--- src/rtl/pdm_mic_receiver.sv ---
// pdm_mic_receiver: drives the PDM microphone clock, synchronises and samples the
// 1-bit PDM stream on each M_CLK falling edge, and decimates it with a boxcar
// ones-counter into 8-bit unsigned samples (128 = silence).
// Optional feature macro: PDM_RX_AVG2_EN adds a two-window averaging stage
// (output = (current + previous) >> 1, previous preloaded with 8'h80).
module pdm_mic_receiver #(
  parameter int CLK_HALF   = 20,
  parameter int DECIM_LOG2 = 8
) (
  input  logic       clk,
  input  logic       rst_n,
  input  logic       enable,
  input  logic       M_DATA,
  output logic       M_CLK,
  output logic       M_LRSEL,
  output logic [7:0] sample_out,
  output logic       sample_valid
);

  localparam int                    AW       = DECIM_LOG2 + 1;
  localparam logic [7:0]            DIV_LAST = 8'(CLK_HALF - 1);
  localparam logic [DECIM_LOG2-1:0] BIT_LAST = {DECIM_LOG2{1'b1}};
  localparam logic [7:0]            SILENCE  = 8'h80;

  // Clamp a 9-bit scaled count into the 8-bit sample range (all-ones gives 255).
  function automatic logic [7:0] saturate8(input logic [8:0] v);
    logic [7:0] r;
    if (v > 9'd255) begin
      r = 8'hFF;
    end else begin
      r = v[7:0];
    end
    return r;
  endfunction

  logic                  d_s1_r;
  logic                  d_s2_r;
  logic [7:0]            div_cnt_r;
  logic                  m_clk_r;
  logic [DECIM_LOG2-1:0] bit_cnt_r;
  logic [AW-1:0]         acc_r;
  logic [7:0]            sample_r;
  logic                  valid_r;

  logic                  div_wrap_s;
  logic                  capture_s;
  logic                  window_end_s;
  logic [8:0]            total_s;
  logic [8:0]            scaled_s;
  logic [7:0]            window_s;
  logic [7:0]            next_sample_s;

`ifdef PDM_RX_AVG2_EN
  logic [7:0]            prev_r;
  logic [8:0]            avg_sum_s;
`endif

  // Capture strobe, window-end detection and the value of the closing window.
  always_comb begin
    div_wrap_s   = (div_cnt_r == DIV_LAST);
    // The high phase ends when the divider wraps while M_CLK is high.
    capture_s    = enable && div_wrap_s && m_clk_r;
    window_end_s = capture_s && (bit_cnt_r == BIT_LAST);
    total_s      = 9'(acc_r) + 9'(d_s2_r);
    scaled_s     = total_s << (8 - DECIM_LOG2);
    window_s     = saturate8(scaled_s);
`ifdef PDM_RX_AVG2_EN
    avg_sum_s     = {1'b0, window_s} + {1'b0, prev_r};
    next_sample_s = 8'(avg_sum_s >> 1);
`else
    next_sample_s = window_s;
`endif
  end

  // Two-flop synchroniser for the asynchronous PDM data line.
  always_ff @(posedge clk or negedge rst_n) begin
    if (!rst_n) begin
      d_s1_r <= 1'b0;
      d_s2_r <= 1'b0;
    end else begin
      d_s1_r <= M_DATA;
      d_s2_r <= d_s1_r;
    end
  end

  // Microphone clock divider: toggle M_CLK every CLK_HALF cycles while enabled.
  always_ff @(posedge clk or negedge rst_n) begin
    if (!rst_n) begin
      div_cnt_r <= 8'd0;
      m_clk_r   <= 1'b0;
    end else if (!enable) begin
      div_cnt_r <= 8'd0;
      m_clk_r   <= 1'b0;
    end else if (div_wrap_s) begin
      div_cnt_r <= 8'd0;
      m_clk_r   <= ~m_clk_r;
    end else begin
      div_cnt_r <= div_cnt_r + 8'd1;
    end
  end

  // Boxcar window: count captures and captured ones; restart after each window.
  always_ff @(posedge clk or negedge rst_n) begin
    if (!rst_n) begin
      bit_cnt_r <= {DECIM_LOG2{1'b0}};
      acc_r     <= {AW{1'b0}};
    end else if (!enable) begin
      bit_cnt_r <= {DECIM_LOG2{1'b0}};
      acc_r     <= {AW{1'b0}};
    end else if (window_end_s) begin
      bit_cnt_r <= {DECIM_LOG2{1'b0}};
      acc_r     <= {AW{1'b0}};
    end else if (capture_s) begin
      bit_cnt_r <= bit_cnt_r + DECIM_LOG2'(1);
      acc_r     <= acc_r + AW'(d_s2_r);
    end else begin
      bit_cnt_r <= bit_cnt_r;
      acc_r     <= acc_r;
    end
  end

`ifdef PDM_RX_AVG2_EN
  // Previous window value for the second averaging stage.
  always_ff @(posedge clk or negedge rst_n) begin
    if (!rst_n) begin
      prev_r <= SILENCE;
    end else if (!enable) begin
      prev_r <= SILENCE;
    end else if (window_end_s) begin
      prev_r <= window_s;
    end else begin
      prev_r <= prev_r;
    end
  end
`endif

  // Registered sample output and its one-cycle valid strobe.
  always_ff @(posedge clk or negedge rst_n) begin
    if (!rst_n) begin
      sample_r <= SILENCE;
      valid_r  <= 1'b0;
    end else begin
      valid_r <= window_end_s;
      if (window_end_s) begin
        sample_r <= next_sample_s;
      end else begin
        sample_r <= sample_r;
      end
    end
  end

  assign M_CLK        = m_clk_r;
  assign M_LRSEL      = 1'b0;
  assign sample_out   = sample_r;
  assign sample_valid = valid_r;

endmodule

--- config.mk ---
export PLATFORM = sky130hd
export DESIGN_NAME = pdm_mic_receiver
export DESIGN_NICKNAME = d
export VERILOG_FILES = /design/src/rtl/pdm_mic_receiver.sv
export SDC_FILE = /design/constraint.sdc
export NUM_CORES = 1
export LEC_CHECK = 0
export ABC_AREA = 1
export CAP_MARGIN = 0
export CORE_UTILIZATION = 55
export DETAILED_ROUTE_END_ITERATION = 8
export PLACE_DENSITY = 0.74
export SYNTH_ARGS = -nofsm -noshare
export SYNTH_HDL_FRONTEND = slang
export SYNTH_SLANG_ARGS = --single-unit
--- constraint.sdc ---
create_clock -name clk -period 1.65 [get_ports clk]
set_input_delay 0.33 -clock clk [delete_from_list [all_inputs] [get_ports clk]]
set_output_delay 0.33 -clock clk [all_outputs]
set_load 0.02 [all_outputs]
# ---- After elaboration in Yosys (flattened, before gate mapping)
# Cells that the tools add are included.
dict set report word_totals {
  regBits 37
  inputBits 4
  out_inout_bits 11
  wordCells 31
}
dict set report classes {
  add_sub_neg 3
  magnitude_cmp 1
  eq_ne 4
  muxes 11
  bitwise_logic 1
  reduce_logical 3
}
# op count
set op_table {}
lappend op_table {{8-bit two-way mux} 6}
lappend op_table {{9-bit two-way mux} 3}
lappend op_table {{8-bit by 1-bit adder with 8-bit output (second input constant)} 2}
lappend op_table {{9-bit by 1-bit adder with 9-bit output} 1}
lappend op_table {{9-bit by 8-bit > comparator with 1-bit output (second input constant)} 1}
lappend op_table {{8-bit by 5-bit equality test with 1-bit output (second input constant)} 1}
lappend op_table {{8-bit equality test (second input constant)} 1}
lappend op_table {{1-bit logical AND} 3}
lappend op_table {{3-bit by 1-bit inequality test with 1-bit output (second input constant)} 1}
lappend op_table {{1-bit two-way mux} 2}
lappend op_table {{2-bit by 1-bit inequality test with 1-bit output (second input constant)} 1}
lappend op_table {{1-bit NOT} 1}

# ---- Longest topological paths before layout
# Gate-level depths: netlist of the first run.
dict set report depth {
  word_depth 6
  ltp_mapped 10
  ltp_nobuf 10
}

# ---- Worst setup path before layout of the first run
# OpenSTA, ideal clock, no wires.
dict set report synth_timing {
  path_kind {reg2reg}
  from {register acc_r[0]}
  to {register sample_r[2] (netlist: sample_out[2])}
  arrival_ns 1.304
  t_required_ns 1.533
  slack_ns 0.228
  path_stages_with_launch 10
  n_path_buf 0
  synth_period_minus_slack_ns 1.422
  cell_sequence {dfrtp_1 > ha_1 > ha_1 > nand2_1 > nor2_1 > nand3_1 > nand2_2 > o21ai_0 > nand2_1 > nand2_1}
}
dict set report synth_via {
  elab_chain_cells 3
}
# element line
set synth_rtl {}
lappend synth_rtl {{start: declaration} 41} ;# logic [AW-1:0] acc_r;
lappend synth_rtl {{start signal: assignment} 106} ;# acc_r <= {AW{1'b0}};
lappend synth_rtl {{start signal: assignment} 109} ;# acc_r <= {AW{1'b0}};
lappend synth_rtl {{start signal: assignment} 112} ;# acc_r <= {AW{1'b0}};
lappend synth_rtl {{9-bit by 1-bit adder with 9-bit output *} 64} ;# total_s = 9'(acc_r) + 9'(d_s2_r);
lappend synth_rtl {{9-bit by 8-bit > comparator with 1-bit output} 28} ;# if (v > 9'd255) begin
lappend synth_rtl {{8-bit two-way mux *} 28}
lappend synth_rtl {{end signal: assignment} 145} ;# sample_r <= next_sample_s;
lappend synth_rtl {{end signal: assignment} 147} ;# sample_r <= sample_r;
lappend synth_rtl {{end: declaration} 42} ;# logic [7:0] sample_r;
# Mark *: on every way between the ends. The rest lies on a longest branch, timed or not.
# A chain may end at the register's enable or synchronous reset.

# ---- Worst setup path in the final report of the first run
dict set report layout_timing {
  from {register m_clk_r (netlist: M_CLK)}
  to {output port M_CLK}
}
# element line
set layout_rtl {}
lappend layout_rtl {{start: declaration} 39} ;# logic m_clk_r;
lappend layout_rtl {{start signal: assignment} 96} ;# m_clk_r <= ~m_clk_r;
lappend layout_rtl {{end: declaration} 14} ;# output logic M_CLK,
# No word-level cell between the ends.

==> results of run 1 <==
power breakdown:
| group | switching, mW | total (mW) | leakage [nW] | internal (mW) |
|---|---|---|---|---|
| Clock | 0.312 | 0.781 | 0.0552 | 0.469 |
| Combinational | 0.0453 | 0.0708 | 0.728 | 0.0255 |
| Sequential | 0.00513 | 0.920 | 0.506 | 0.915 |
worst paths after layout:
check,startpoint,end
min,d_s1_r,d_s2_r
max reg2reg,div_cnt_r[0],bit_cnt_r[6]
min reg2reg,d_s1_r,d_s2_r
max in group asynchronous,rst_n,acc_r[2]
max,M_CLK,M_CLK
min in group asynchronous,rst_n,sample_out[6]
per-layer routing:
| metal | vias to the layer above | routed length [µm] |
|---|---|---|
| li1 | 870 | - |
| met1 | 792 | 1860 |
| met2 | 24 | 1990 |
| met3 | 7 | 134 |
| met4 | 0 | 53 |
| met5 | - | 0 |
synth_stat cells (all sizes together):
cell type / count
o21ai: 4
nand3: 33
inv: 28
clkbuf: 1
nor3: 6
xor2: 5
buf: 6
nand3b: 2
nand2: 90
a21oi: 5
nand4: 3
conb: 1
nor2: 27
o31ai: 1
ha: 4
dfrtp: 36
dfstp: 1
xnor2: 2
flip-flops by register name, indices dropped and copies added, names as in the netlist:
register	cells
sample_valid	1
acc_r	9
div_cnt_r	8
sample_out	8
bit_cnt_r	8
M_CLK	1
d_s1_r	1
d_s2_r	1
cell families after synthesis:
| family | Yosys count | synth area share [%] |
|---|---|---|
| simple gates | 161 | 36.6 |
| flops | 37 | 47.3 |
| xor+xnor | 7 | 3.13 |
| other cells | 1 | 0.191 |
| fa+ha+maj | 4 | 2.55 |
| compound gates | 10 | 2.68 |
| buf+inv | 35 | 7.53 |
per-stage QoR:
stage,area (µm²),TNS (ps),setup slack [ps]
3_5_place_dp,2170,-207,-42.6
2_1_floorplan,1960,0,228
4_1_cts,2270,0,10.5
5_1_grt,2360,-30.7,-15.6
3_3_place_gp,2170,0,8.53
6_report,2360,0,84.4
layout make-up:
| type | count | area share [%] |
|---|---|---|
| clock inverter | 3 | 2.76 |
| tap | 46 | 2.44 |
| multi-input combinational | 184 | 38.8 |
| timing repair buffer | 29 | 10.6 |
| sequential | 37 | 39.3 |
| clock buffer | 5 | 1.59 |
| inverter | 28 | 4.46 |
what timing repair did:
item / CTS / global route
setup endpoints to repair: 9 / 25
gates resized for setup: 9 / 10
pin swaps: 0 / 5
hold endpoints to repair: 13 / 0
buffers inserted: 0 / 6
cloned: 0 / 1
hold buffers: 1 / 0
==> reports/results.txt, run 1 <==
Kind of cell adding the most delay to the critical path: flip-flops
CP arrival: 1240 ps
Most Used Layer, Global Route: met2
Placer congestion estimate: 0.815
DP Wirelength: 2.78 mm
Skew final: 6.27 ps
Total routed wirelength: 4.04 mm
Synthesis warning total: 0
I/O pin count: 15
GR Layer Usage met3: 6.42%
CTS buffer count: 5
DR WL/cell: 12.2 µm
Worst hold margin: 367 ps
Number of pins exceeding their max-slew limit in the final report: 0
Largest net degree at the start of global routing: 17
Power Density: 751 nW/µm²
Run status: complete, no violations
Latest clock arrival within the worst-skew pair: 350 ps
Clock buffer depth: 2
Cell type with the largest total area after synthesis: sky130_fd_sc_hd__dfrtp_1
Leftover overflow at the end of global routing: 0
Clock transition at path regs: 110 ps
Drt via density: 5.10
Static leakage power: 1.29 nW
Commonest cells after routing, fill and taps aside: sky130_fd_sc_hd__nand2_1, sky130_fd_sc_hd__dfrtp_1, sky130_fd_sc_hd__nand3_1
Worst min path class: flop to flop
DRC violations left: 0
CTS H-tree depth: 2
Antenna violations before repair: 0
Remaining antenna violation count: 0
Share of post-route cells with drive strength above 1: 14.3%
Peak Freq: 639 MHz
Initial Util: 58.3%
Worst path cell trace: dlygate4sd2_1
Crit Path Max Fanout: 6
Final-report hold violation count: 0
DIE HEIGHT: 61.7 µm
Met1 usage in global routing: 30.6%
Row Count: 21
Largest voltage drop on the vdd net: 0.575 mV
Most common library cell in the layout ignoring fill and taps: sky130_fd_sc_hd__nand2_1
Standard cell core area: 3360 µm²
Initial drt markers: 92
Minimum setup slack among reg-to-reg paths: 100 ps
Gate Count Post-Synth: 255
Utilization after layout: 70.1%
Most area-consuming cells after synthesis: sky130_fd_sc_hd__dfrtp_1, sky130_fd_sc_hd__nand2_1, sky130_fd_sc_hd__nand3_1, sky130_fd_sc_hd__inv_1, sky130_fd_sc_hd__nor2_1
Post-Synthesis Mean Instance Area: 7.69 µm²
Post-layout power: 1.77 mW
Type of the setup path with the least slack: flop to primary output
Number of filler cells placed in the layout: 278
Final critical-path required period: 1570 ps
Vias: 1693
Layout overhead on the synthesized area: 20.3%
Max Cap Violations: 0
CTS sink cnt: 37
Wire length of the first global-routing pass: 6.44 mm
Logic depth of the worst setup path including buffers: 1
Number of buffer and inverter instances along the worst setup path: 1
Number of cells on the worst hold path: 0
Die Area: 3810 µm²
Post-synth top area share: 45.9%
Max stage delay cell, worst path: sky130_fd_sc_hd__dfrtp_1
Number of unique standard cell types used by synthesis: 28
Worst EP required: 1320 ps
Portion of the clock cycle consumed by the worst path in the final layout: 94.9%
Syn_nets: 263
Overall die width: 61.7 µm
Flip-flop and latch count after synthesis: 37
Number of diodes added for antenna fixing: 0
Post-synthesis sequential area ratio: 47.3%
Final Instance Count excl. Fillers: 332
Nets: 293
Global-route track usage on met2: 38.9%
Root buf cell: sky130_fd_sc_hd__clkbuf_4
Detailed-router iteration count before antenna repair: 6
Multi-input gate area: 916 µm²
Delay of the slowest critical-path stage: 510 ps
Global router's overall resource usage: 23.8%
Crit path launch type: flop
R2R depth: 9
Clock tree from TritonCTS: built
Count of buffers inserted at the top-level ports: 13
Setup violations, final: 0
Endpoint type of the worst setup path: primary output
Cell Count Post-Placement: 316
FF/Latch Area: 927 µm²
Netlist area before placement: 1960 µm²
Number of global-route vias before repair: 1535
No activity file was read; power rests on OpenSTA's default activity.
==> inputs of run 2 (changes only) <==
--- a/config.mk
+++ b/config.mk
@@ -9,6 +9,7 @@
 export CAP_MARGIN = 0
 export CORE_UTILIZATION = 55
 export DETAILED_ROUTE_END_ITERATION = 8
+export GPL_ROUTABILITY_DRIVEN = 0
 export PLACE_DENSITY = 0.74
 export SYNTH_ARGS = -nofsm -noshare
 export SYNTH_HDL_FRONTEND = slang
==> results of run 2 <==
No change in the layout: final DEF, timing and power equal those of run 1.
